===== src/rtl/range_bargraph.sv =====
// Range-sensor bargraph: 4-sample averaging filter driving a 4-LED bar plus a
// status LED, with stale/fault indication by blinking.
//
// state | meaning
// ------+--------------------------------------------------------
// WAIT  | no good sample since reset; bar dark, status LED blinks
// LIVE  | recent good sample; bar shows level, status LED lit
// STALE | no sample for TIMEOUT cycles; bar held, status LED blinks
// FAULT | last sample carried an error code; bar blinks, status dark
module range_bargraph #(
   parameter int TIMEOUT = 1000000,
   parameter int BLINK   = 2000000,
   parameter int TH1     = 50,
   parameter int TH2     = 100,
   parameter int TH3     = 150,
   parameter int TH4     = 200
) (
   input  logic       CLK,
   input  logic       NRST,
   input  logic       in_valid,
   input  logic [7:0] in_data,
   input  logic [3:0] in_status,
   output logic       in_ready,
   output logic       D1,
   output logic       D2,
   output logic       D3,
   output logic       D4,
   output logic       D5
);

   localparam int TW = $clog2(TIMEOUT + 1);
   localparam int BW = (BLINK > 1) ? $clog2(BLINK) : 1;

   typedef enum logic [1:0] {S_WAIT, S_LIVE, S_STALE, S_FAULT} state_t;

   state_t          state, state_next;
   logic            pend, pend_good;
   logic [7:0]      pend_data;
   logic [3:0][7:0] hist, hist_next;
   logic            filled, filled_next;
   logic [2:0]      level, level_next;
   logic [3:0]      bar, bar_next;
   logic [TW-1:0]   tmo_cnt, tmo_next;
   logic [BW-1:0]   blink_cnt, blink_next;
   logic            phase, phase_next;
   logic            accept;
   logic [9:0]      sum;
   logic [7:0]      filt;
   logic [3:0]      dbar_next;
   logic            d5_next;

   function automatic logic [2:0] range_level(input logic [7:0] f);
      if (int'(f) < TH1)      return 3'd4;
      else if (int'(f) < TH2) return 3'd3;
      else if (int'(f) < TH3) return 3'd2;
      else if (int'(f) < TH4) return 3'd1;
      else                    return 3'd0;
   endfunction

   function automatic logic [3:0] bar_pattern(input logic [2:0] lvl);
      case (lvl)
         3'd1:    return 4'b0001;
         3'd2:    return 4'b0011;
         3'd3:    return 4'b0111;
         3'd4:    return 4'b1111;
         default: return 4'b0000;
      endcase
   endfunction

   assign accept = in_valid & in_ready;

   always_comb begin
      tmo_next = tmo_cnt;
      if (accept)
         tmo_next = '0;
      else if (tmo_cnt != TW'(TIMEOUT))
         tmo_next = tmo_cnt + 1'b1;
   end

   always_comb begin
      blink_next = blink_cnt + 1'b1;
      phase_next = phase;
      if (blink_cnt == BW'(BLINK - 1)) begin
         blink_next = '0;
         phase_next = ~phase;
      end
   end

   // Pending sample is folded into the history during the cycle after accept.
   always_comb begin
      hist_next = hist;
      if (pend && pend_good)
         hist_next = filled ? {hist[2:0], pend_data} : {4{pend_data}};
   end

   assign sum  = 10'(hist_next[0]) + 10'(hist_next[1]) + 10'(hist_next[2]) + 10'(hist_next[3]);
   assign filt = sum[9:2];

   always_comb begin
      state_next  = state;
      filled_next = filled;
      level_next  = level;
      bar_next    = bar;
      if (pend) begin
         if (pend_good) begin
            state_next  = S_LIVE;
            filled_next = 1'b1;
            level_next  = range_level(filt);
            bar_next    = bar_pattern(level_next);
         end else begin
            state_next  = S_FAULT;
         end
      end else if (!accept && tmo_next == TW'(TIMEOUT) &&
                   (state == S_LIVE || state == S_FAULT)) begin
         state_next = S_STALE;
      end
   end

   always_comb begin
      dbar_next = 4'b0000;
      d5_next   = 1'b0;
      case (state_next)
         S_WAIT:  d5_next = phase_next;
         S_LIVE: begin
            dbar_next = bar_next;
            d5_next   = 1'b1;
         end
         S_STALE: begin
            dbar_next = bar_next;
            d5_next   = phase_next;
         end
         S_FAULT: dbar_next = {4{phase_next}};
         default: dbar_next = 4'b0000;
      endcase
   end

   always_ff @(posedge CLK) begin
      if (!NRST) begin
         state     <= S_WAIT;
         pend      <= 1'b0;
         pend_good <= 1'b0;
         pend_data <= '0;
         hist      <= '0;
         filled    <= 1'b0;
         level     <= '0;
         bar       <= '0;
         tmo_cnt   <= '0;
         blink_cnt <= '0;
         phase     <= 1'b0;
         in_ready  <= 1'b1;
         D1        <= 1'b0;
         D2        <= 1'b0;
         D3        <= 1'b0;
         D4        <= 1'b0;
         D5        <= 1'b0;
      end else begin
         state     <= state_next;
         pend      <= accept;
         pend_good <= ~|in_status;
         pend_data <= in_data;
         hist      <= hist_next;
         filled    <= filled_next;
         level     <= level_next;
         bar       <= bar_next;
         tmo_cnt   <= tmo_next;
         blink_cnt <= blink_next;
         phase     <= phase_next;
         in_ready  <= ~accept;
         D1        <= dbar_next[0];
         D2        <= dbar_next[1];
         D3        <= dbar_next[2];
         D4        <= dbar_next[3];
         D5        <= d5_next;
      end
   end

endmodule


===== config.mk =====
export PLATFORM = sky130hd
export DESIGN_NAME = range_bargraph
export DESIGN_NICKNAME = d
export VERILOG_FILES = /design/src/rtl/range_bargraph.sv
export SDC_FILE = /design/constraint.sdc
export NUM_CORES = 1
export LEC_CHECK = 0
export BUFFER_PORTS_ARGS = -buffer_cell sky130_fd_sc_hd__buf_2
export CORE_AREA = 2 2 94 96
export CTS_CLUSTER_DIAMETER = 40
export DETAILED_ROUTE_END_ITERATION = 16
export DIE_AREA = 0 0 96 98
export PLACE_DENSITY = 0.76
export SLEW_MARGIN = 20
export SYNTH_ARGS = -nofsm -noshare
export SYNTH_HDL_FRONTEND = slang
export SYNTH_SLANG_ARGS = --single-unit

===== constraint.sdc =====
create_clock -name CLK -period 13.6 [get_ports CLK]
set_input_delay 2.72 -clock CLK [delete_from_list [all_inputs] [get_ports CLK]]
set_output_delay 2.72 -clock CLK [all_outputs]
set_load 0.01 [all_outputs]

==> impl_metrics.json <==
{
  "status": "completed",
  "post_cts_resized": 0,
  "power.internal_uw": 420,
  "antenna_found_initial": 0,
  "drv_slew": 0,
  "cp_max_fo": 18,
  "ir_drop_uv": 82.6,
  "tightestPinTransition_ps": 727,
  "synth_cell_types": 57,
  "switching_share_pct": 21.9,
  "final_core_util_pct": 62.5,
  "power.share.combinational_pct": 4.3,
  "post-dp-hpwl_microns": 6930,
  "pin_count": 21,
  "wl_per_cell_microns": 13.9,
  "place_congestion": 0.848,
  "clkTransAtPathRegs_ps": 90,
  "slew_headroom_pct": 51.5,
  "drive_above_1_share_pct": 8.76,
  "drc": 0,
  "yosys.area.top_type": "dfxtp_1",
  "setup_tns_ps": 0,
  "ff2ff_setup_slack_ps": 8640,
  "power_uw": 537,
  "layout_setup_ws_ps": 8640,
  "skew_ps": 11.7,
  "hp-class": "reg2reg",
  "syn_nets": 608,
  "crit_path_end_kind": "flop",
  "startpoint": "filled",
  "syn_area_per_cell_sq_um": 8.63,
  "drtIter0Drc": 147,
  "chipWidth_microns": 96,
  "syn_inst": 566,
  "synth_area_sq_um": 4880,
  "max_cap_violations": 0,
  "synth-main-ff-cell": "dfxtp_1",
  "power.density_nw_per_um2": 102,
  "final_cell_mix": "nor2_1, dfxtp_1, a21oi_1",
  "track_usage_pct": 22.2,
  "min_period_over_period_pct": 36.5,
  "cts.htree.levels": 3,
  "power.switching_uw": 117,
  "hold_viol": 0,
  "grt_pass1_wl_microns": 16500,
  "start_kind": "flop",
  "rsz0062_at_grt": "false",
  "vias": 3795,
  "cts_root_buffer": "clkbuf_8",
  "hp-start": "blink_cnt[0]",
  "drt-total-wl_microns": 9590,
  "gr-total-overflow": 0,
  "preCtsSetupSlack_ps": 8620,
  "required_ps": 13830,
  "die-area_sq_um": 9410,
  "rows": 34,
  "final.min_clock_period_ps": 4960,
  "avgViaCountPerCell": 5.50,
  "syn2layout_area_growth_pct": 8.32,
  "r2r-start": "filled",
  "final_common_cell": "nor2_1",
  "fp.dieH_microns": 98,
  "cts_tree": "built",
  "pwr-share-clk_pct": 41.7,
  "seq_power_share_pct": 54.1,
  "grt_pass1_vias": 3658,
  "synth_top_area_share_pct": 39.8,
  "ys_seq_elements": 97,
  "fin_nets": 619,
  "drtPass1Iterations": 5,
  "clock.fmax_ghz": 0.202,
  "numCtsBuffers": 9,
  "setup-violations-final": 0,
  "async_flop_share_pct": 0,
  "worstSkewPairLatency_ps": 360,
  "cts_setup_buffers": 0,
  "holdBufCountCts": 0,
  "synth_edf_count": 0,
  "numPortBuffers": 20,
  "netlist_top_cells_area": "dfxtp_1, nor2_1, fa_1",
  "cts_sinks": 97,
  "p_leak_uw": 0.00213,
  "yosysWarnings": 0,
  "synth-seq-area-share_pct": 39.8,
  "crit_arrival_ps": 5190,
  "start_util_pct": 57.7,
  "n_antenna_cell": 0,
  "core_area_sq_um": 8470,
  "dpl_cell_area_sq_um": 5050,
  "drtAntennaViolNets": 0,
  "path_class": "reg2reg",
  "cts_buffer_depth": 2,
  "grt_max_degree": 55,
  "final_area_sq_um": 5290
}
## worst paths after layout
kind                  endpoint  cells after the start
setup reg to reg            D2                     17
hold reg to reg   blink_cnt[0]                      1
hold / removal    blink_cnt[0]                      1
setup / recovery            D2                     17
## per-layer routing
layer | part of all wire [%] | vias up | GRT usage, %
met1 | 45 | 1773 | 28.3
met3 | 2.9 | 16 | 3.47
met2 | 50 | 63 | 37.2
met5 | 0 | - | 0
met4 | 1.8 | 0 | 8.68
li1 | - | 1943 | -
## worst max-delay path, cell delays in order (launching register included)
cell	delay, ps
dfxtp_1	680
buf_4	330
nor2b_1	100
a21oi_1	140
nor2_1	50
a21oi_1	230
fa_1	490
fa_1	520
inv_1	50
ha_1	260
nand3b_1	130
a211oi_1	460
nor2_1	160
a311oi_1	390
a21oi_1	110
o221a_2	290
nor3_1	280
o31ai_1	150
## synth_stat cells, types with 2 or more instances
| library cell | count |
|---|---|
| nand3_1 | 17 |
| dfxtp_1 | 97 |
| a31oi_1 | 2 |
| mux2i_1 | 12 |
| clkbuf_1 | 19 |
| a211oi_1 | 2 |
| a21o_1 | 2 |
| nand3b_1 | 2 |
| and3_1 | 11 |
| o21ai_0 | 12 |
| inv_1 | 24 |
| ha_1 | 12 |
| nand3_2 | 2 |
| nor4b_1 | 3 |
| fa_1 | 15 |
| nand4_1 | 8 |
| a22oi_1 | 2 |
| nand2b_1 | 3 |
| or4_1 | 2 |
| xor2_1 | 23 |
| nor4_1 | 4 |
| o31ai_1 | 2 |
| nand2_1 | 26 |
| buf_1 | 3 |
| and4_1 | 2 |
| and2_1 | 19 |
| nor2_1 | 109 |
| a31o_2 | 2 |
| xnor2_1 | 22 |
| nor2b_1 | 12 |
| a32oi_1 | 2 |
| a21oi_1 | 52 |
| nand4b_1 | 3 |
| o21a_1 | 2 |
| nor3_1 | 14 |
## power by group through the flow
stage               registers (uW)  clock network (uW)  logic, uW
CTS                            290                 230       23.3
global placement               297                   0       22.4
global route                   291                 241       26.2
floorplan                      296                   0       16.8
finish                         290                 224       23.0
detailed placement             297                   0       23.1
## kinds of logic (layout without fill, tap and decap cells)
logic type | Yosys count | in the layout | share of synthesized area (%)
adders and majority gates | 27 | 27 | 9.22
xor gates and xnor gates | 45 | 45 | 8.07
DFF | 97 | 97 | 39.8
muxes | 12 | 12 | 2.46
buffers and inverters | 48 | 64 | 3.84
AOI/OAI and AO/OA | 94 | 94 | 11.6
and+or+nand+nor | 243 | 243 | 25.0
## flip-flops by register name, summed over array words and instances, names as in the netlist
| name | flops |
|---|---|
| pend_data | 8 |
| blink_cnt | 21 |
| pend | 1 |
| pend_good | 1 |
| bar | 4 |
| D3 | 1 |
| phase | 1 |
| D5 | 1 |
| state | 2 |
| in_ready | 1 |
| hist | 32 |
| D2 | 1 |
| tmo_cnt | 20 |
| D1 | 1 |
| filled | 1 |
| D4 | 1 |
## layout make-up
type,instances,area [sq um]
clock buffer,10,128
fill,764,3170
clock inverter,6,113
inverter,25,93.8
timing repair buffer,23,123
sequential,97,1940
tap,108,135
multi-input combinational,421,2760
## per-stage QoR
step,hold slack (ps),cells
6_report,478,690
5_1_grt,497,690
4_1_cts,483,690
3_5_place_dp,462,674
3_3_place_gp,447,674
2_1_floorplan,430,566
(Power assumes the default switching activity.)
